--- src/rtl/bcd_to_excess3_serial.sv ---
// bcd_to_excess3_serial
// Multi-digit BCD to excess-3 encoder. A packed BCD word is accepted on a
// valid/ready handshake. The word is converted in place one digit per clock,
// starting with digit 0. The packed excess-3 result is then offered on a
// second valid/ready handshake.
//
// Optional build macro: BCD_ERR_CHECK_EN. When it is defined, err flags any
// input digit above 9 in the current word. When it is undefined, err is tied
// low and no range-check logic is built.
//
// Timing: the word is captured at edge k. Digits 0..DIGITS-1 are converted on
// edges k+1..k+DIGITS, so out_valid is high after edge k+DIGITS. Counting the
// capture edge itself, that is the (DIGITS+1)th edge. With out_ready held
// high, a new word is accepted every DIGITS+2 cycles (IDLE, DIGITS x CONV,
// DONE).

module bcd_to_excess3_serial #(
    parameter int DIGITS = 4
) (
    input  logic              clk,
    input  logic              rst,
    input  logic              in_valid,
    output logic              in_ready,
    input  logic [4*DIGITS-1:0] bcd_in,
    output logic              out_valid,
    input  logic              out_ready,
    output logic [4*DIGITS-1:0] xs3_out,
    output logic              err
);

    localparam int CW = (DIGITS > 1) ? $clog2(DIGITS) : 1;
    localparam logic [CW-1:0] LAST = CW'(DIGITS - 1);

    typedef enum logic [1:0] {
        IDLE,
        CONV,
        DONE
    } state_t;

    state_t                   state;
    logic [CW-1:0]            cnt;
    logic [DIGITS-1:0][3:0]   work;   // doubles as the result register
    logic [DIGITS-1:0][3:0]   conv;   // per-digit +3 (mod 16) of the working word

`ifdef BCD_ERR_CHECK_EN
    logic [DIGITS-1:0]        bad;    // per-digit "not a BCD digit" flag
    logic                     err_q;
`endif

    // Per-digit converters. Only the one selected by cnt is written back.
    for (genvar g = 0; g < DIGITS; g++) begin : g_dig
        assign conv[g] = work[g] + 4'd3;
`ifdef BCD_ERR_CHECK_EN
        assign bad[g]  = (work[g] > 4'd9);
`endif
    end

    // Handshake flags are decoded from state only.
    assign in_ready  = (state == IDLE);
    assign out_valid = (state == DONE);
    assign xs3_out   = work;

`ifdef BCD_ERR_CHECK_EN
    assign err = err_q;
`else
    assign err = 1'b0;
`endif

    // Control FSM, digit counter, in-place conversion and sticky error flag.
    always_ff @(posedge clk or posedge rst) begin
        if (rst) begin
            state <= IDLE;
            cnt   <= '0;
            work  <= '0;
`ifdef BCD_ERR_CHECK_EN
            err_q <= 1'b0;
`endif
        end else begin
            case (state)
                IDLE: begin
                    if (in_valid) begin
                        work  <= bcd_in;
                        cnt   <= '0;
`ifdef BCD_ERR_CHECK_EN
                        err_q <= 1'b0;
`endif
                        state <= CONV;
                    end
                end
                CONV: begin
                    for (int i = 0; i < DIGITS; i++) begin
                        if (cnt == CW'(i)) begin
                            work[i] <= conv[i];
`ifdef BCD_ERR_CHECK_EN
                            // Check the raw digit before it is overwritten.
                            if (bad[i]) err_q <= 1'b1;
`endif
                        end
                    end
                    cnt <= cnt + 1'b1;
                    if (cnt == LAST) state <= DONE;
                end
                DONE: begin
                    // Result and err hold here until the consumer takes them.
                    if (out_ready) state <= IDLE;
                end
                default: state <= IDLE;
            endcase
        end
    end

endmodule
--- config.mk ---
export PLATFORM = sky130hd
export DESIGN_NAME = bcd_to_excess3_serial
export DESIGN_NICKNAME = d
export VERILOG_FILES = /design/src/rtl/bcd_to_excess3_serial.sv
export SDC_FILE = /design/constraint.sdc
export NUM_CORES = 1
export LEC_CHECK = 0
export ABC_AREA = 1
export CORE_MARGIN = 2
export CORE_UTILIZATION = 46
export DETAILED_ROUTE_END_ITERATION = 7
export GPL_TIMING_DRIVEN = 1
export PLACE_DENSITY = 0.86
export SLEW_MARGIN = 25
export SYNTH_ARGS = -nofsm -noshare
export SYNTH_HDL_FRONTEND = slang
export SYNTH_SLANG_ARGS = --single-unit
--- constraint.sdc ---
create_clock -name clk -period 1.4 [get_ports clk]
set_input_delay 0.42 -clock clk [delete_from_list [all_inputs] [get_ports clk]]
set_output_delay 0.42 -clock clk [all_outputs]
set_load 0.03 [all_outputs]
==> run summary <==
The die is 56.8 µm wide. Number of nets in the finished design: 264. The number of cells on the worst reg-to-reg path came out at 6. The endpoint identified for the worst register-to-register timing path is xs3_out[11]. After technology mapping, the gate count stands at 188. The reported leakage power was 0.961 nW.

Clock tree synthesis selected as its root buffer the cell sky130_fd_sc_hd__clkbuf_4. For the number of global-route vias before repair, the log shows 1124. Of all cell types, the one taking the most synthesized area is sky130_fd_sc_hd__dfrtp_1.

For the initial antenna violation count, the log shows 0. The run finished, with violations left. Combinational logic is responsible for 68.3% of the overall power.

Number of placement rows: 19. The number of synthesized register bits works out to 20. Of all nets on the critical path, the largest fanout is 3. After detailed routing, the number of vias per cell comes to 4.79. The worst path uses 106% of the clock period. The fmax was 0.671 GHz; the cell internal power dissipation was 2.34 mW. The cell with the most instances after synthesis is sky130_fd_sc_hd__nand2_1. The clock arrives with 0.00365 ns of skew.

The clock reaches the later pin of the worst-skew pair after 0.30 ns. The count of nets left with antenna violations after detail routing is 0, and the placement-stage cell area is 0.00166 mm². The weighted congestion at the end of routability-driven global placement is 0.785, and the area of the mapped netlist is 0.00128 mm².

After synthesis, the cell types taking the most area are sky130_fd_sc_hd__dfrtp_1 (39%), sky130_fd_sc_hd__nand2_1 (20%), sky130_fd_sc_hd__inv_1 (8.8%). For this configuration, the core starts out at a cell density of 47.3%. The post-route netlist has 18.3% of its cells at a drive strength greater than 1. The tools report the required time reported for the critical path endpoint as 0.98 ns.

The distinct cell type count after synthesis was 17. TritonCTS built the clock tree. The count of port buffers added during placement was 37; the peak ir drop on the vdd network was 1.75 mV.

Entering global routing, the biggest net connects 21 pins. After detailed routing, the number of remaining DRC violations is 0. Summed over all nets, the half-perimeter wirelength after detailed placement is 2040 µm. The net switching power figure came out at 2.39 mW. For this design, the sink count on the clock tree is 20.

The worst setup path is of the reg2out kind. After synthesis, the share of flip-flops with an asynchronous set or reset is 100%. For this block, the initial DRC count from the detailed router was 46. The final critical-path setup slack was -0.0894 ns; the wire length reported by the detailed router was 2800 µm.

The path class of the tightest hold or removal check is in2async. The total global routing track utilization came out at 17.7%. The worst register-to-register path has a setup slack of 0.03 ns.

Each instance of the synthesized netlist takes up on average 6.82 µm². The startpoint class of the critical path was a flip-flop. In this run the count of I/O pins placed on the die edge is 39. The core region is 0.00271 mm².

With fillers left out, the area of the finished cells amounts to 0.00177 mm². The Yosys step of the flow raised 0 warnings. The tools report the fraction of power consumed by the clock network as 7.2%. The routed layout has 1273 vias. Setup repair after global routing could not meet its margin everywhere. The hold violation count in the final report was 0. The switching power share of the total is 50.5%, and the power per unit of standard cell area is 2670 mW/mm².

For this run, the leading register cell type out of synthesis is sky130_fd_sc_hd__dfrtp_1. The first-pass GRT wire length is 4580 µm, and the sequential element share of the synthesized area is 39.1%. Die extent in y: 56.8 µm. After clock tree synthesis, the clock-pin slew on the worst setup and hold paths is 0.12 ns.

Counting instances in the post-synthesis netlist gives the leading cell types as sky130_fd_sc_hd__nand2_1 (68), sky130_fd_sc_hd__inv_1 (30), sky130_fd_sc_hd__dfrtp_1 (20), sky130_fd_sc_hd__nand3_1 (14), sky130_fd_sc_hd__o21ai_1 (14). Relative to the synthesized area, the layout overhead comes to 38.5%. The die covers 0.00322 mm². No sink is reached through more buffers than the 2 on the longest clock path. The repair_antennas step left the layout with diodes totalling 0. The level count of the clock H-tree is 1. The arrival time of data at the critical path endpoint came out at 1.07 ns. The tools report the launch instance of the worst register-to-register path as state[1]. Dividing the detail-routed wire length by the instance count gives 10.5 µm. The run gives 0 as the count of hold-fix buffers inserted at cts. Measured on the finished design, the core utilization comes to 65.5%.

The run gives 266 as the number of standard cells in the final layout excluding fillers. The count of maximum capacitance violations is 0, and the max-slew violation total from the final report is 0. Counting every net in the synthesized netlist gives 216.

Counting tap cells, the placed design contains a total of 256 instances. For this run, the detailed router's first-pass iteration total came to 4. The tools report the worst hold slack as 0.436 ns.

The final reports fail on negative setup slack. The synthesized design contains 0 enable-type register cells. Setup violations remaining at the end of the flow were counted as 2. The top-area cell type share of the netlist area was 39.1%.

For the final global-route overflow total, the log shows 0. The endpoint type of the worst setup path was an output port. The run gives 24.5% as the sequential fraction of design power. Clock buffer count from CTS: 3.

The routed design could run at a clock period as short as 1.49 ns.
-- power by group through the flow --
stage	Combinational, mW	Sequential [mW]	Clock, mW
after global routing	3.61	1.20	0.381
after detailed placement	2.98	1.19	0
after global placement	2.91	1.18	0
after CTS	3.13	1.16	0.350
final	3.23	1.16	0.343
after floorplan	1.72	1.55	0
-- through the flow --
step                      TNS (ns)  power (mW)  setup slack (ns)
after floorplan                  0        3.27            0.0337
after global placement      -0.810        4.09           -0.0918
after detailed placement     -1.19        4.17            -0.104
after CTS                   -0.135        4.64           -0.0676
after global routing        -0.333        5.19            -0.128
final                       -0.175        4.73           -0.0894
-- logic make-up after synthesis --
group | count (synthesis) | synth area share, %
fa+ha+maj | 8 | 7.81
flops | 20 | 39.1
compound gates | 28 | 11.4
simple gates | 92 | 28.7
other cells | 1 | 0.293
buf+inv | 39 | 12.7
-- worst max-delay path: stages, from the launching register on --
cell and delay (ns):
sky130_fd_sc_hd__dfrtp_1 0.45, sky130_fd_sc_hd__nor2_4 0.17, sky130_fd_sc_hd__buf_6 0.15
-- sequential cells by signal, indices dropped and copies added (netlist names) --
register	count
xs3_out	16
state	2
cnt	2
-- layout by cell type, fill, tap and decap left out, types with 3 or more instances in the layout --
master / instances
sky130_fd_sc_hd__o21ai_1: 15
sky130_fd_sc_hd__a21oi_1: 3
sky130_fd_sc_hd__clkbuf_4: 3
sky130_fd_sc_hd__inv_2: 4
sky130_fd_sc_hd__buf_4: 25
sky130_fd_sc_hd__dfrtp_1: 19
sky130_fd_sc_hd__nor2_1: 7
sky130_fd_sc_hd__nand3_1: 13
sky130_fd_sc_hd__inv_1: 30
sky130_fd_sc_hd__o21ai_0: 8
sky130_fd_sc_hd__ha_1: 8
sky130_fd_sc_hd__nand2_1: 67
sky130_fd_sc_hd__clkdlybuf4s50_1: 19
-- cell type report --
class / count / area (µm²)
clock buffers: 4 / 36.3
fillers: 247 / 936
inverters: 34 / 128
multi-input cells: 129 / 638
flip-flops and latches: 20 / 502
well taps: 31 / 38.8
repair buffers: 48 / 432
-- metal layers --
metal | global-route usage (%) | up-vias | part of all wire (%)
met1 | 22.4 | 570 | 46
met4 | 6.31 | 0 | 0.43
met3 | 2.53 | 2 | 5.0
li1 | - | 671 | -
met5 | 0 | - | 0
met2 | 30.7 | 30 | 49
-- how the worst max path moves through the flow --
| stage | from | end | depth (start not counted) |
|---|---|---|---|
| 6_report | state[1] | in_ready | 2 |
| 3_5_place_dp | in_valid | xs3_out[15] | 7 |
| 3_3_place_gp | in_valid | xs3_out[2] | 6 |
| 2_1_floorplan | state[0] | xs3_out[15] | 8 |
| 4_1_cts | state[1] | in_ready | 2 |
| 5_1_grt | state[1] | in_ready | 2 |
-- timing repair --
action / in CTS / in global routing
pin swaps: 0 / 0
gates cloned: 0 / 1
setup endpoints to repair: 2 / 10
gates resized for setup: 3 / 6
endpoints found under the hold margin: 0 / 0
buffers inserted: 5 / 0
(Power assumes the default switching activity.)
